### src/rtl/word128_buffer_pkg.sv
// word128_buffer_pkg: shared word width, default depth and level-width helper for the 128-bit buffer.
package word128_pkg;
  localparam int WORD_W = 128;
  localparam int DEPTH_DEF = 4;
  function automatic int lvl_w(input int depth);
    return $clog2(depth) + 1;
  endfunction
endpackage

### src/rtl/word128_buffer_if.sv
// word128_buffer_if: producer/consumer signals of the 128-bit buffer.
// drop_cnt exists only when WORD128_BUFFER_STATS_EN is defined.
interface word128_buffer_if import word128_pkg::*; #(
  parameter int DEPTH = DEPTH_DEF,
  parameter int CNT_W = 16
);
  logic [WORD_W-1:0] in_data;
  logic in_valid;
  logic [WORD_W-1:0] out_data;
  logic out_valid;
  logic out_ready;
  logic [lvl_w(DEPTH)-1:0] level;
  logic ovf;
  logic ovf_clr;
  if (CNT_W < 1) begin : g_bad_cnt_w
    $error("CNT_W must be at least 1");
  end
`ifdef WORD128_BUFFER_STATS_EN
  logic [CNT_W-1:0] drop_cnt;
  modport slave (input in_data, in_valid, out_ready, ovf_clr,
                 output out_data, out_valid, level, ovf, drop_cnt);
  modport master (output in_data, in_valid, out_ready, ovf_clr,
                  input out_data, out_valid, level, ovf, drop_cnt);
`else
  modport slave (input in_data, in_valid, out_ready, ovf_clr,
                 output out_data, out_valid, level, ovf);
  modport master (output in_data, in_valid, out_ready, ovf_clr,
                  input out_data, out_valid, level, ovf);
`endif
endinterface

### src/rtl/word128_buffer_ram.sv
// word128_ram: DEPTH x 128 register array, one write port, one registered read port.
module word128_ram import word128_pkg::*; #(
  parameter int DEPTH = DEPTH_DEF,
  parameter int AW = $clog2(DEPTH)
) (
  input  logic              clk,
  input  logic              i_we,
  input  logic [AW-1:0]     i_waddr,
  input  logic [WORD_W-1:0] i_wdata,
  input  logic [AW-1:0]     i_raddr,
  output logic [WORD_W-1:0] o_rdata
);
  logic [WORD_W-1:0] r_mem [DEPTH];
  // write-first bypass lets a word pushed into an empty queue reach the head next cycle
  always_ff @(posedge clk) begin
    if (i_we) r_mem[i_waddr] <= i_wdata;
    o_rdata <= (i_we && i_waddr == i_raddr) ? i_wdata : r_mem[i_raddr];
  end
endmodule

### src/rtl/word128_buffer.sv
// word128_buffer: in-order queue of 128-bit words with registered head, drop-on-full and sticky overflow.
// Define WORD128_BUFFER_STATS_EN to add the saturating drop_cnt counter.
module word128_buffer import word128_pkg::*; #(
  parameter int DEPTH = DEPTH_DEF,
  parameter int CNT_W = 16
) (
  input logic             clk,
  input logic             rst,
  word128_buffer_if.slave bus
);
  localparam int AW = $clog2(DEPTH);
  localparam int LW = lvl_w(DEPTH);
  if (DEPTH < 2 || DEPTH > 16 || (DEPTH & (DEPTH - 1)) != 0 || CNT_W < 1) begin : g_bad_param
    $error("DEPTH must be a power of two in 2..16 and CNT_W at least 1");
  end
  logic [AW-1:0] r_wptr, r_rptr, w_raddr;
  logic [LW-1:0] r_level;
  logic r_ovf, w_pop, w_free, w_push, w_drop;
  assign w_pop = (r_level != '0) && bus.out_ready;
  assign w_free = (r_level < LW'(DEPTH)) || w_pop;
  assign w_push = bus.in_valid && w_free && !rst;
  assign w_drop = bus.in_valid && !w_free && !rst;
  // read the next head so the registered read port already holds it after a pop
  assign w_raddr = w_pop ? r_rptr + AW'(1) : r_rptr;
  always_ff @(posedge clk) begin
    if (rst) begin
      r_wptr <= '0;
      r_rptr <= '0;
      r_level <= '0;
      r_ovf <= 1'b0;
    end else begin
      if (w_push) r_wptr <= r_wptr + AW'(1);
      if (w_pop) r_rptr <= r_rptr + AW'(1);
      r_level <= r_level + LW'(w_push) - LW'(w_pop);
      r_ovf <= w_drop || (r_ovf && !bus.ovf_clr);
    end
  end
  assign bus.out_valid = r_level != '0;
  assign bus.level = r_level;
  assign bus.ovf = r_ovf;
  word128_ram #(.DEPTH(DEPTH), .AW(AW)) u_ram (
    .clk(clk),
    .i_we(w_push),
    .i_waddr(r_wptr),
    .i_wdata(bus.in_data),
    .i_raddr(w_raddr),
    .o_rdata(bus.out_data)
  );
`ifdef WORD128_BUFFER_STATS_EN
  logic [CNT_W-1:0] r_drop_cnt;
  always_ff @(posedge clk) begin
    if (rst) r_drop_cnt <= '0;
    else if (w_drop) r_drop_cnt <= (&r_drop_cnt) ? r_drop_cnt : r_drop_cnt + CNT_W'(1);
    else if (bus.ovf_clr) r_drop_cnt <= '0;
  end
  assign bus.drop_cnt = r_drop_cnt;
`endif
endmodule

### src/flat_wrapper.sv
// flat-port wrapper written by rule: the top's interface ports become plain ports
module word128_buffer_flat import word128_pkg::*;
#(
  parameter int DEPTH = DEPTH_DEF,
  parameter int CNT_W = 16
)
  (clk, rst, bus_in_data, bus_in_valid, bus_out_ready, bus_ovf_clr, bus_out_data, bus_out_valid, bus_level, bus_ovf);
  word128_buffer_if #(.DEPTH(DEPTH), .CNT_W(CNT_W)) bus_i ();
  input logic clk;
  input logic rst;
  input wire logic [$bits(bus_i.in_data)-1:0] bus_in_data;
  input wire logic [$bits(bus_i.in_valid)-1:0] bus_in_valid;
  input wire logic [$bits(bus_i.out_ready)-1:0] bus_out_ready;
  input wire logic [$bits(bus_i.ovf_clr)-1:0] bus_ovf_clr;
  output wire logic [$bits(bus_i.out_data)-1:0] bus_out_data;
  output wire logic [$bits(bus_i.out_valid)-1:0] bus_out_valid;
  output wire logic [$bits(bus_i.level)-1:0] bus_level;
  output wire logic [$bits(bus_i.ovf)-1:0] bus_ovf;
  assign bus_i.in_data = bus_in_data;
  assign bus_i.in_valid = bus_in_valid;
  assign bus_i.out_ready = bus_out_ready;
  assign bus_i.ovf_clr = bus_ovf_clr;
  assign bus_out_data = bus_i.out_data;
  assign bus_out_valid = bus_i.out_valid;
  assign bus_level = bus_i.level;
  assign bus_ovf = bus_i.ovf;
  word128_buffer #(.DEPTH(DEPTH), .CNT_W(CNT_W)) u_core (.clk(clk), .rst(rst), .bus(bus_i));
endmodule
### config.mk
export PLATFORM = sky130hd
export DESIGN_NAME = word128_buffer_flat
export DESIGN_NICKNAME = d
export VERILOG_FILES = /design/src/rtl/word128_buffer_pkg.sv /design/src/rtl/word128_buffer_if.sv /design/src/rtl/word128_buffer_ram.sv /design/src/rtl/word128_buffer.sv /design/src/flat_wrapper.sv
export SDC_FILE = /design/constraint.sdc
export NUM_CORES = 1
export LEC_CHECK = 0
export ABC_AREA = 1
export BUFFER_PORTS_ARGS = -buffer_cell sky130_fd_sc_hd__buf_2
export CAP_MARGIN = 40
export CELL_PAD_IN_SITES_DETAIL_PLACEMENT = 1
export CELL_PAD_IN_SITES_GLOBAL_PLACEMENT = 1
export CORE_MARGIN = 2
export CORE_UTILIZATION = 50
export DETAILED_ROUTE_END_ITERATION = 6
export GPL_ROUTABILITY_DRIVEN = 0
export PLACE_DENSITY_LB_ADDON = 0.1
export SKIP_CTS_REPAIR_TIMING = 1
export SLEW_MARGIN = 0
export SYNTH_ARGS = -nofsm -noshare
export SYNTH_HDL_FRONTEND = slang
export SYNTH_SLANG_ARGS = --single-unit
### constraint.sdc
create_clock -name clk -period 18.4 [get_ports clk]
set_input_delay 2.76 -clock clk [delete_from_list [all_inputs] [get_ports clk]]
set_output_delay 2.76 -clock clk [all_outputs]
set_load 0.005 [all_outputs]
Word level (Yosys, flattened, before mapping):

Memories as Yosys holds them, arrays and structs flattened. A register that Yosys moved wholly into a read port is not among the register bits.
Index checks and enable logic that the tools add are counted.

* register bits: 8
* bits in latches: 0
* memory bits (writable): 512
* memory bits (read-only): 0
* input port bits: 133
* output and inout bits: 133
* logic and storage cells: 25
* memories: 1

Memory list
* u_core.u_ram.r_mem: depth 4, bits a word 128, rd ports 1, clocked after memory_dff 1, wr ports 1, RTL line word128_buffer_ram.sv:13 `logic [WORD_W-1:0] r_mem [DEPTH];`

* add/subtract/negate cells: 4
* multipliers: 0
* div/mod/pow operators: 0
* magnitude comparators: 1
* equal/unequal tests: 0
* shifts and indexed selects: 0
* muxes and demuxes: 3
* bitwise gates (word level): 0
* reductions and logical operators: 12

Operators by type and width (number)
* 1-bit logical AND: 6
* 2-bit by 1-bit adder with 2-bit output, second input constant: 2
* 3-bit by 1-bit adder with 3-bit output: 1
* 1-bit logical NOT: 3
* 3-bit less-than comparator, second input constant: 1
* 3-bit nonzero test: 1
* 3-bit by 1-bit subtractor with 3-bit output: 1
* 1-bit logical OR: 2
* 1-bit two-way mux: 2
* 2-bit two-way mux: 1

Longest topological paths before layout:

Gate-level depths: netlist (run 1).

* depth after elaboration: 7
* gate-level depth with buffers: 8
* gate-level depth less buffers: 8

Cells and area by module:

A second synthesis (run 1) with hierarchy kept.

* cells, all modules: 2074
* area, all modules: 22089.9 µm²

By module, submodules not included
* word128_ram: times used 1, cells an instance 2016, area each 21698.3 µm²
* word128_buffer: times used 1, cells an instance 58, area each 391.6 µm²

Worst setup path after synthesis (run 1):

Ideal clock, no wire load.

* path kind: input-to-reg
* from: input port bus_in_valid
* to: memory u_core.u_ram.r_mem[0][0], enable pin
* arrival: 8440 ps
* data required time: 17783 ps
* slack: 9343 ps
* stages on the path: 3
* path through: a21boi_1 nand2_1 nor2_1

* cells in the longest elaborated chain, start to end: 4

Ends and longest elaborated chain
* from (decl): RTL line flat_wrapper.sv:12 `input wire logic [$bits(bus_i.in_valid)-1:0] bus_in_valid;`
* 1-bit logical AND (2 in series): RTL line word128_buffer.sv:21 `assign w_push = bus.in_valid && w_free && !rst;`
* 1-bit two-way mux: RTL line word128_buffer_ram.sv:16 `if (i_we) r_mem[i_waddr] <= i_wdata;`
* 1-bit two-way mux (not written as such): RTL line word128_buffer_ram.sv:16
* to (decl): RTL line word128_buffer_ram.sv:13

Every way passes these cells.

==> results.toml, run 1 <==
[sta]
finClkSkew_ns = 0.02001
relSlewSlack_pct = 42.70
finalCritPeriodShare_pct = 32.20
rsz0062_at_grt = "false"
max_freq_mhz = 168.8
holdWs_ns = 0.4667
tightest_slew_ns = 0.8595
min_period_ns = 5.924
fin_tns_setup_ns = 0
final_hold_viol_count = 0
setup_viol = 0
drv_slew = 0

[clock_network]
cts_buffers = 53
cts-htree-levels = 2
clk_pin_slew_ns = 0.06
cts_num_sinks = 522
cts_root_buf = "clkbuf_16"
cts_tree = "done"
clk_path_buf_depth = 3
clk_latency_ns = 0.59

[setup_path]
critPathBufInv = 3
endpoint_kind = "primary output"
worstPathMaxFanout = 67
crit_type = "reg -> out"
cp.required_ns = 15.64
worst_setup_path_start_kind = "register"
reg2reg_setup_slack_ns = 15.15
cp.arrival_ns = 3.16
cp_slowest_cell = "buf_4"
cp_cell_sequence = "inv_6 > buf_4 > o21ai_0 > o22ai_1 > buf_2"
cp_slowest_stage_delay_ns = 0.75
path_delay_family = "buffers and inverters"

[yosys]
ys_types = 24
ys_seq_area_share_pct = 78.39
synth_cells = 1313
syn_avg_cell_area_um2 = 15.13
synthFlopType = "edfxtp_1"
synth_common_cells = "edfxtp_1 (512), nor2_1 (231), o21ai_0 (146)"
synth_most_common_cell = "edfxtp_1"
synth_top_area_share_pct = 77.38
postSynth.asyncResetShare_pct = 0
yosys_warnings = 0
ys_ff_latch = 522
yosysTopAreaCell = "edfxtp_1"
syn-num-nets = 1452
synth_edf_count = 512
synth.area.top_cells = "edfxtp_1 (77%), nor2_1 (4.4%), o21ai_0 (3.7%)"
synthesis.area_mm2 = 0.01987

[job]
maxCapViolations = 0

[global_route]
grt_max_degree = 128
antenna_found_initial = 14
grt_usage_pct = 23.10
grt_pass1_wl_um = 72610
grt_pass1_vias = 12850
grt-ovfl-total = 0

[place]
hpwl_um = 27670
post_dp_cell_area_mm2 = 0.02168
portBuffers = 265

[min_path]
hp-class = "reg -> reg"

[finish]
utilization_pct = 59.18
nets = 1710
fillCellCount = 3810
fin_area_mm2 = 0.02335
area_delta_synth_final_pct = 17.53
drive_above_1_share_pct = 27.52

[pwr]
power_leakage_nw = 8.044
switching_power_mw = 0.9979
cellPowerDensity_mw_per_mm2 = 139.7
comb_power_share_pct = 26.0
clkPwrFrac_pct = 31.7
seqPwrFrac_pct = 42.4
p_int_mw = 2.265
ir_worst_vdd_v = 0.00009918
total_power_mw = 3.263
switching_share_pct = 30.58

[detailed_routing]
drtPass1Iterations = 5
drt-total-wl_um = 47470
ant_nets = 0
vias = 11980
drc = 0
wl_per_cell_um = 22.17
via_per_inst = 5.596
drt_iter0_markers = 677

[floorplanning]
num_rows = 73
core_mm2 = 0.03946
die_h_um = 203.3
die_w_um = 203.3
start_util_pct = 50.36
dieArea_mm2 = 0.04135
io_pins = 266

[outcome]
status = "finished clean"
worst reg2reg max path, stage by stage, from the launching register on:
cell	delay (ns)
dfxtp_1	0.36
a21boi_1	0.24
nand2_1	0.28
nor2_4	0.29
buf_4	0.58
buf_12	0.32
buf_4	0.76
routing by layer:
metal / share of wire [%] / wire, µm / up-vias / global-route usage (%)
met5: 0.22 / 105 / - / 0
met4: 2.5 / 1208 / 16 / 8.916
met3: 5.7 / 2697 / 83 / 5.305
met2: 51 / 24090 / 291 / 39.44
met1: 41 / 19360 / 6101 / 28.75
li1: - / - / 5491 / -
final cells by class:
type	instances	area, µm²	share of cell area [%]
clock inverters	23	210.2	0.9001
diodes	6	15.01	0.06429
well taps	525	656.9	2.813
clock buffers	71	1446	6.194
multi-input cells	684	3657	15.66
flip-flops and latches	522	15580	66.73
repair buffers	288	1689	7.233
inverters	22	95.09	0.4072
worst paths after layout:
| check | startpoint | endpoint | depth (start not counted) |
|---|---|---|---|
| max | register | bus_out_data[1] | 5 |
| min | u_core.bus.ovf | u_core.bus.ovf | 2 |
| max reg2reg | u_core.bus.level[2] | u_core.u_ram.r_mem[0][22] | 6 |
| min reg2reg | u_core.bus.ovf | u_core.bus.ovf | 2 |
power by group through the flow:
stage | Clock, mW | Combinational, mW | Sequential (mW)
2_1_floorplan | 0 | 0.540 | 1.40
3_3_place_gp | 0 | 0.799 | 1.41
3_5_place_dp | 0 | 0.855 | 1.41
4_1_cts | 1.05 | 0.861 | 1.38
5_1_grt | 1.09 | 0.936 | 1.39
6_report | 1.03 | 0.847 | 1.38
flip-flops by register name (all words and copies together), names as in the netlist, named ones only:
name / cells
u_core.bus.level: 3
u_core.bus.ovf: 1
u_core.r_rptr: 2
u_core.r_wptr: 2
u_core.u_ram.r_mem: 512
placed cells by master, fill, tap and decap left out:
| cell type | count |
|---|---|
| a21boi_1 | 1 |
| o22ai_2 | 40 |
| clkinv_2 | 7 |
| ha_1 | 5 |
| clkbuf_1 | 15 |
| nor2_4 | 4 |
| inv_6 | 3 |
| clkinv_1 | 10 |
| buf_16 | 7 |
| edfxtp_1 | 512 |
| bufinv_16 | 4 |
| nand2_1 | 16 |
| clkbuf_16 | 55 |
| nor2_1 | 227 |
| nand3_1 | 3 |
| dfxtp_1 | 8 |
| buf_4 | 12 |
| dfxtp_4 | 2 |
| buf_12 | 4 |
| a21oi_1 | 3 |
| clkbuf_8 | 1 |
| buf_2 | 265 |
| nor2_2 | 36 |
| inv_1 | 18 |
| inv_8 | 1 |
| fa_1 | 1 |
| o22ai_1 | 88 |
| o21ai_1 | 113 |
| diode_2 | 6 |
| o21ai_0 | 146 |
| nand3b_1 | 1 |
| inv_2 | 2 |
stage by stage:
step | instances | worst slack, ns
floorplan | 1313 | 9.343
global placement | 2031 | 12.43
detailed placement | 2041 | 12.56
CTS | 2135 | 12.35
global route | 2138 | 12.21
finish | 2141 | 12.48
cell families after synthesis:
logic type / after synthesis / share of synthesized area, %
compound gates: 391 / 11.93
flops: 522 / 78.39
fa+ha+maj: 6 / 0.4156
buf+inv: 107 / 3.356
simple gates: 287 / 5.913
No activity file was read; power rests on OpenSTA's default activity.
==> run 2: changes to the inputs <==
Settings changed: CORE_UTILIZATION 50 to 48.
Clock period 18.4 ns to 6.13 ns, I/O delays scaled along.
==> run 2 against run 1 <==
Effect of this change: largest power group unchanged; via count decreased by 1.4%; sequential power grew to 3.1 times the previous value; final cell count rose by 0.23%.
==> results.toml, run 2 (synthesis results as in run 1) <==
[outcome]
status = "finished clean"

[global_route]
grt-ovfl-total = 0
grt_usage_pct = 21.78
grt_pass1_vias = 12640
grt_max_degree = 193
grt_pass1_wl_um = 72670
antenna_found_initial = 12

[detailed_routing]
drc = 0
drtPass1Iterations = 6
vias = 11810
via_per_inst = 5.503
wl_per_cell_um = 22.04
drt_iter0_markers = 607
ant_nets = 0
drt-total-wl_um = 47300

[floorplanning]
dieArea_mm2 = 0.04304
start_util_pct = 48.66
core_mm2 = 0.04083
die_w_um = 207.5
die_h_um = 207.5
io_pins = 266
num_rows = 74

[finish]
drive_above_1_share_pct = 27.39
finalNonFillerCells = 2146
area_delta_synth_final_pct = 17.30
utilization_pct = 57.08
final_cell_mix = "edfxtp_1 (512), buf_2 (265), nor2_1 (227), o21ai_0 (146), o21ai_1 (113)"
largest_register_ffs = 512
regMostFlops = "u_core.u_ram.r_mem"
nets = 1707
final_common_cell = "edfxtp_1"

[clock_network]
cts_root_buf = "clkbuf_16"
cts_num_sinks = 522
clk_latency_ns = 0.58
cts-htree-levels = 2
clk_path_buf_depth = 3
clk_pin_slew_ns = 0.06
cts_buffers = 53
cts_tree = "done"

[place]
portBuffers = 265
hpwl_um = 27030
dpl.cell_count = 2045

[pwr]
ir_worst_vdd_v = 0.0002779
power_leakage_nw = 8.026
cellPowerDensity_mw_per_mm2 = 418.2

[sta]
rsz0062_at_grt = "false"
fin_tns_setup_ns = 0
drv_slew = 0
holdWs_ns = 0.4606
relSlewSlack_pct = 30.79
setup_viol = 0
finClkSkew_ns = 0.007324
tightest_slew_ns = 1.038
min_period_ns = 4.015
max_freq_mhz = 249.1
final_hold_viol_count = 0
finalCritPeriodShare_pct = 65.49

[setup_path]
worstPathMaxFanout = 116
cp.arrival_ns = 3.10
endpoint_kind = "primary output"
crit_type = "reg -> out"
cp_slowest_cell = "dfxtp_4"
cp_slowest_stage_delay_ns = 0.55
cp_cell_sequence = "inv_8 > buf_16 > buf_4 > nor2_1 > o22ai_2 > buf_2"
path_delay_family = "buffers and inverters"
worst_setup_path_start_kind = "register"
critPathBufInv = 4
cp.required_ns = 5.21

[min_path]
hp-class = "reg -> reg"

[job]
maxCapViolations = 0
[run 2: cell types whose count changed in the layout (fill, tap and decap cells not counted), sizes merged]
cell,before,now
clkinv,17,25
clkbuf,71,66
buf,288,285
diode,6,4
bufinv,4,5
inv,24,23
[run 2: worst paths after layout]
check | startpoint | to | cells past startpoint | slack, ns
worst max-delay path | register | bus_out_data[89] | 6 | 2.12
worst min-delay path | u_core.bus.ovf | u_core.bus.ovf | 2 | 0.46
worst max register to register | u_core.bus.level[2] | u_core.u_ram.r_mem[2][80] | 5 | 3.56
worst min register to register | u_core.bus.ovf | u_core.bus.ovf | 2 | 0.46
[run 2: layout make-up]
cell class	instances	area, µm²
Inverter	22	95.09
Multi-Input combinational cell	684	3657
Timing Repair Buffer	285	1614
Clock inverter	31	264.0
Tap cell	532	665.6
Fill cell	3930	17530
Clock buffer	66	1418
Sequential cell	522	15580
Antenna cell	4	10.01
[run 2: layer usage]
| metal | global-route usage [%] | wire length [µm] |
|---|---|---|
| met5 | 0 | 91 |
| met3 | 5.552 | 2903 |
| met1 | 26.97 | 19270 |
| met2 | 37.71 | 24100 |
| met4 | 6.601 | 923 |
[run 2: through the flow]
stage	setup slack, ns	instance area [µm²]	total power, mW
3_3_place_gp	2.720	21480	6.631
6_report	2.115	23310	9.746
3_5_place_dp	2.712	21610	6.725
5_1_grt	1.881	23300	10.22
4_1_cts	2.063	23300	9.877
2_1_floorplan	-1.086	19870	5.829
[run 2: worst reg2reg max path, stage by stage (launching register included)]
cell,delay (ns)
dfxtp_1,0.36
a21boi_1,0.31
nand2_1,0.33
nor2_4,0.17
buf_4,0.33
buf_4,0.64
[run 2: report_power, final]
group	leakage, nW	switching [mW]	internal (mW)
sequential	4.73	0.135	4.07
clock	0.826	1.30	1.84
combinational	2.47	1.53	0.865
total	8.03	2.97	6.78
